==> src/rtl/data_mem_arbiter.sv <==
// Two-requester round-robin arbiter for the single-port Data memory, with
// optional locked bursts and saturating per-requester grant counters.
module data_mem_arbiter #(
  parameter int AW        = 32,
  parameter int DW        = 32,
  parameter int MAX_BURST = 4,
  parameter int CNT_W     = 16
) (
  input  logic             clk,
  input  logic             rst,
  input  logic             req0,
  input  logic             req1,
  input  logic             lock0,
  input  logic             lock1,
  input  logic             we0,
  input  logic             we1,
  input  logic [AW-1:0]    addr0,
  input  logic [AW-1:0]    addr1,
  input  logic [DW-1:0]    wdata0,
  input  logic [DW-1:0]    wdata1,
  output logic             gnt0,
  output logic             gnt1,
  output logic [DW-1:0]    rdata0,
  output logic [DW-1:0]    rdata1,
  output logic             rvalid0,
  output logic             rvalid1,
  output logic [AW-1:0]    mem_r_addr,
  output logic [AW-1:0]    mem_w_addr,
  output logic             mem_w_en,
  output logic [DW-1:0]    mem_din,
  input  logic [DW-1:0]    mem_dout,
  output logic             busy,
  output logic [CNT_W-1:0] gcnt0,
  output logic [CNT_W-1:0] gcnt1
);

  typedef enum logic [1:0] {
    ST_IDLE = 2'd0,
    ST_G0   = 2'd1,
    ST_G1   = 2'd2
  } state_t;

  localparam int BW = (MAX_BURST > 1) ? $clog2(MAX_BURST) : 1;
  localparam logic [BW-1:0]    BURST_LAST = BW'(MAX_BURST - 1);
  localparam logic [CNT_W-1:0] CNT_MAX    = {CNT_W{1'b1}};

  state_t           state_r;
  state_t           next_state_s;
  logic             last_r;
  logic [BW-1:0]    bcnt_r;
  logic [BW-1:0]    bcnt_next_s;
  logic [CNT_W-1:0] gcnt0_r;
  logic [CNT_W-1:0] gcnt1_r;
  logic             in_g0_s;
  logic             in_g1_s;

  assign in_g0_s = (state_r == ST_G0);
  assign in_g1_s = (state_r == ST_G1);

  // Handshake outputs come from the registered state, held low while reset is asserted
  assign gnt0    = in_g0_s & ~rst;
  assign gnt1    = in_g1_s & ~rst;
  assign rvalid0 = gnt0 & ~we0;
  assign rvalid1 = gnt1 & ~we1;
  assign busy    = (state_r != ST_IDLE) & ~rst;
  assign rdata0  = mem_dout;
  assign rdata1  = mem_dout;
  assign gcnt0   = gcnt0_r;
  assign gcnt1   = gcnt1_r;

  // Memory port steering: requester 1 only when it holds the grant
  assign mem_r_addr = in_g1_s ? addr1 : addr0;
  assign mem_w_addr = in_g1_s ? addr1 : addr0;
  assign mem_din    = in_g1_s ? wdata1 : wdata0;
  assign mem_w_en   = ~rst & ((in_g0_s & we0) | (in_g1_s & we1));

  // Next-state and burst-count selection
  always_comb begin
    next_state_s = ST_IDLE;
    bcnt_next_s  = {BW{1'b0}};
    case (state_r)
      ST_IDLE: begin
        if (req0 && req1) begin
          next_state_s = last_r ? ST_G0 : ST_G1;
        end else if (req0) begin
          next_state_s = ST_G0;
        end else if (req1) begin
          next_state_s = ST_G1;
        end else begin
          next_state_s = ST_IDLE;
        end
      end
      ST_G0: begin
        if (req0 && lock0 && (bcnt_r < BURST_LAST)) begin
          next_state_s = ST_G0;
          bcnt_next_s  = bcnt_r + BW'(1'b1);
        end else if (req1) begin
          next_state_s = ST_G1;
        end else if (req0) begin
          next_state_s = ST_G0;
        end else begin
          next_state_s = ST_IDLE;
        end
      end
      ST_G1: begin
        if (req1 && lock1 && (bcnt_r < BURST_LAST)) begin
          next_state_s = ST_G1;
          bcnt_next_s  = bcnt_r + BW'(1'b1);
        end else if (req0) begin
          next_state_s = ST_G0;
        end else if (req1) begin
          next_state_s = ST_G1;
        end else begin
          next_state_s = ST_IDLE;
        end
      end
      default: begin
        next_state_s = ST_IDLE;
        bcnt_next_s  = {BW{1'b0}};
      end
    endcase
  end

  // State, round-robin pointer, burst counter and saturating grant counters
  always_ff @(posedge clk) begin
    if (rst) begin
      state_r <= ST_IDLE;
      last_r  <= 1'b1;
      bcnt_r  <= {BW{1'b0}};
      gcnt0_r <= {CNT_W{1'b0}};
      gcnt1_r <= {CNT_W{1'b0}};
    end else begin
      state_r <= next_state_s;
      bcnt_r  <= bcnt_next_s;
      if (in_g0_s) begin
        last_r <= 1'b0;
      end else if (in_g1_s) begin
        last_r <= 1'b1;
      end
      if (in_g0_s && (gcnt0_r != CNT_MAX)) begin
        gcnt0_r <= gcnt0_r + CNT_W'(1'b1);
      end
      if (in_g1_s && (gcnt1_r != CNT_MAX)) begin
        gcnt1_r <= gcnt1_r + CNT_W'(1'b1);
      end
    end
  end

endmodule

==> config.mk <==
export PLATFORM = sky130hd
export DESIGN_NAME = data_mem_arbiter
export DESIGN_NICKNAME = d
export VERILOG_FILES = /design/src/rtl/data_mem_arbiter.sv
export SDC_FILE = /design/constraint.sdc
export NUM_CORES = 1
export LEC_CHECK = 0
export ABC_AREA = 1
export ABC_CLOCK_PERIOD_IN_PS = 2000
export CAP_MARGIN = 20
export CORE_AREA = 8 8 135 137
export CTS_CLUSTER_SIZE = 12
export DETAILED_ROUTE_END_ITERATION = 16
export DIE_AREA = 0 0 143 145
export PLACE_DENSITY = 0.73
export SLEW_MARGIN = 20
export SYNTH_ARGS = -nofsm -noshare
export SYNTH_HDL_FRONTEND = slang
export SYNTH_SLANG_ARGS = --single-unit
==> constraint.sdc <==
create_clock -name clk -period 2 [get_ports clk]
set_clock_uncertainty 0.15 [all_clocks]
set_input_delay 0.2 -clock clk [delete_from_list [all_inputs] [get_ports clk]]
set_output_delay 0.2 -clock clk [all_outputs]
set_load 0.005 [all_outputs]
-- Word level (Yosys, flattened, before mapping)
Cells that the tools add are included.
- bits in registers: 37
- output and inout port bits: 198
- word-level logic and storage cells: 51
- bits of input ports: 168
- reductions and logical operators: 10
- bitwise operators: 12
- multiplexer cells: 16
- eq/ne operators: 4
- add/sub/neg operators: 3
- order comparisons: 1
- operators with widths (kind ; number):
    $mux 32 ; 2
    $add 16x1->16 const B ; 2
    $ne 16x16->1 const B ; 2
    $mux 2 ; 9
    $and 1x1->1 ; 8
    $logic_and 1x1->1 ; 7
    $pmux 2 s3 ; 1
    $pmux 2 s2 ; 1
    $reduce_bool 2->1 ; 2
    $mux 1 ; 3
    $not 1->1 ; 3
    $add 2x1->2 const B ; 1
    $eq 2x1->1 const B ; 1
    $eq 2x2->1 const B ; 1
    $logic_not 2->1 ; 1
    $lt 2x2->1 const B ; 1
    $or 1x1->1 ; 1

-- Depth between registers and ports, before layout
- depth after elaboration: 4
- mapped depth: 10

-- Worst setup path after synthesis
No wires, ideal clock.
- path type: register to output
- from: register state_r[0]
- to: output mem_w_addr[23]
- data required time: 1.650 ns
- arrival: 1.420 ns
- stages on the path, launching flop included: 9
- path buffers: 3
- slack: 0.230 ns
- cells stage by stage: dfxtp_1 -> inv_1 -> ha_1 -> inv_2 -> buf_2 -> buf_2 -> nand2_1 -> nand2_1 -> buf_4
- word-level cells in the longest chain between the ends: 2
- ends and longest elaborated chain (what ; line ; text):
    start, declared ; 47 ; state_t state_r;
    start signal, assigned ; 133 ; state_r <= next_state_s;
    $eq 2x2->1 ; 58 ; assign in_g1_s = (state_r == ST_G1);
    $mux 32 ; - ;
    end, declared ; 28 ; output logic [AW-1:0] mem_w_addr,
No other way between the ends.

-- Final worst setup path
- from: register state_r[0]
- to: output mem_w_addr[26]
- word-level cells in the longest chain between the ends: 2
- ends and longest elaborated chain (what ; line ; text):
    $eq 2x2->1 ; 58 ;
    $mux 32 ; 73 ; assign mem_w_addr = in_g1_s ? addr1 : addr0;
No other way between the ends.

==> run metrics <==
worst reg2reg path depth 11; Synth Flop Type dfxtp_1; H-tree depth 2; most frequent cells in the layout nand2_1, clkdlybuf4s50_1, nor2_1; die area 0.0207 sq mm; top cells by area, synth nand2_1, dfxtp_1, buf_4, nor2_1, inv_1; GRT Util Overall 0.170; status finished, final reports clean; #FFs+latches synth 37; cts hold-fix bufs 0; Crit Path Class flip-flop to output pin; R2R Path Start state_r[0]; Die Width 143 microns; largest family of logic cells by synthesized area simple AND/OR/NAND/NOR gates; Iter 0 DRT Violations 185; fill count 1705; overall power 2.94 mW; via/cell ratio 4.20; Placer Congestion 0.835; min-delay worst type input pin to output pin; Hold EP rdata0[14]; Synth top area share 0.270; most common cell after layout, fill and taps aside nand2_1; Final min period 1.97 ns; Crit Path Max Fanout 13; first-pass GRT wire length 27.4 mm; Ports 366; Post-DP HPWL 14.9 mm; unrepaired setup endpoints after global routing yes; Hold Path Origin mem_dout[14]; Cells after Synth 658; CTS tree yes; Synthesis Warnings 0; Initial Utilization 0.240; Final Hold Vio Count 0; Clk Latency, worst-skew pair 0.28 ns; asr flop ratio synth 0; Worst-path clk slew 0.06 ns; post-synthesis cell area 0.00388 sq mm; Critical Path Source state_r[0]; clock root cell clkbuf_16; TritonCTS Buffers 5; grt ovf 0; Port-buffer cells 269; post-synth top area cell nand2_1; number of synthesized flops with an enable pin 0; Arrival @ worst endpoint 1.62 ns; largest net degree at the start of global routing 28; synthesis-to-finish area growth 66.8%; initial antenna violation count 4; Cells on Worst Hold Path 0; reg-to-reg endpoint gcnt1[11]; relative slew slack 0.767; post-route ant nets 0; Post-Synth Adder-Cell Area 0.0226; P_leak 3.06 nW; max_cap viols 0; VDD IR max 0.000281 V; # setup viols final 0; Row Count 47; share of post-route cells with drive strength above 1 0.217; mux share of post-synthesis cell area 0; via count of the first global-routing pass 4639; Worst Max-Slew Pin Slew 0.348 ns; Post-Synth Simple-Gate Area 0.490; Final Max Slew Viols 0; Synth Area in Compound Gates 0.0441; DIE HEIGHT 145 microns; via count 4526; routed len/inst 16.8 microns; NumNets Final 1031; DRC 0; maximum clock frequency 507 MHz; Clock Sinks 37; post-route cell area 0.00648 sq mm; Yosys cell types 35; Max clock buf depth 2; core area 0.0162 sq mm; Post-Synth XOR/XNOR Area 0.00226; Pre-antenna DRT Iters 4; routed wire length 18.1 mm; Seq/Total Area, Yosys 0.191; Startpoint Class flip-flop; endpoint class of the critical path output pin; final worst path period share 0.986; pwr dens 453 mW/mm^2; Post-DP Area 0.00626 sq mm; R2R Setup Slk 0.15 ns; Synthesized Nets 833; required time worst endpoint 1.65 ns; syn_area_per_cell 5.90 sq um
[cell type report]
cell class | instances | area [sq um] | area share
timing repair buffer | 306 | 2870 | 0.443
multi-input combinational | 465 | 2250 | 0.348
sequential | 37 | 743 | 0.115
tap | 220 | 275 | 0.0425
inverter | 41 | 161 | 0.0249
clock buffer | 7 | 143 | 0.0220
clock inverter | 1 | 30.0 | 0.00464
antenna | 1 | 2.50 | 0.000386
[worst max-delay path: stages (launching register included)]
cell           delay (ns)
dfxtp_2              0.32
inv_2                0.07
ha_4                 0.21
inv_8                0.06
buf_12               0.15
buf_12               0.14
nand2_1              0.05
nand2_1              0.06
dlygate4sd2_1        0.27
[registers in the layout (all words and copies together) (netlist names)]
name	count
bcnt_r	2
state_r	2
last_r	1
gcnt1	16
gcnt0	16
[repair_timing]
item | in CTS | in global routing
buffers inserted | 9 | 3
gates cloned | 4 | 1
gates resized for setup | 196 | 85
hold endpoints to repair | 0 | 0
setup endpoints to repair | 100 | 71
pin swaps | 1 | 3
[cell usage after synthesis (2+ instances only)]
cell type  instances
nand3_1           23
nor2_2            15
inv_2              4
nand3b_1           2
nand2_4            5
o21ai_0            8
nor2_1            63
buf_1              5
a21oi_2            4
clkbuf_1           4
buf_2              8
nor2_8             2
nand4_1            5
inv_1             36
nand2_1          279
ha_1               7
nor2_4            10
a21oi_1           14
nor3_1             5
nand2_2           11
dfxtp_1           37
buf_4             96
nand3_2            2
buf_6              2
[layer usage]
layer / global-route usage / vias to the layer above / wire length [microns]
met5: 0 / - / 40
met4: 0.0260 / 6 / 116
met3: 0.0935 / 15 / 2310
met2: 0.284 / 197 / 8540
met1: 0.188 / 1983 / 7110
li1: - / 2325 / -
[metrics by stage]
step                       util  std cells  hold WS, ns  setup slack, ns  TNS [ns]
after floorplan               -        658        0.185            0.230         0
after global placement    0.387       1053        0.250          -0.0646    -0.462
after detailed placement  0.387       1053        0.250           -0.109    -0.918
after CTS                 0.411       1074        0.250          -0.0122   -0.0149
after global routing      0.400       1077        0.250          -0.0596    -0.224
final                     0.400       1078        0.250           0.0275         0
[how the worst max path moves through the flow]
stage,cells after the start,to
floorplan,8,mem_w_addr[23]
global placement,7,mem_r_addr[5]
detailed placement,7,mem_r_addr[5]
CTS,8,mem_w_addr[20]
global route,8,mem_r_addr[26]
finish,8,mem_w_addr[26]
[power breakdown]
group | leakage, nW | internal [mW] | switching, mW | total [mW]
Clock | 0.0841 | 0.623 | 0.302 | 0.924
Combinational | 2.67 | 0.683 | 0.554 | 1.24
Sequential | 0.300 | 0.756 | 0.0187 | 0.775
[kinds of logic after synthesis]
group           count (synthesis)
simple gates                  427
buf+inv                       156
compound gates                 30
fa+ha+maj                       7
flops                          37
xor+xnor                        1
(Power assumes the default switching activity.)
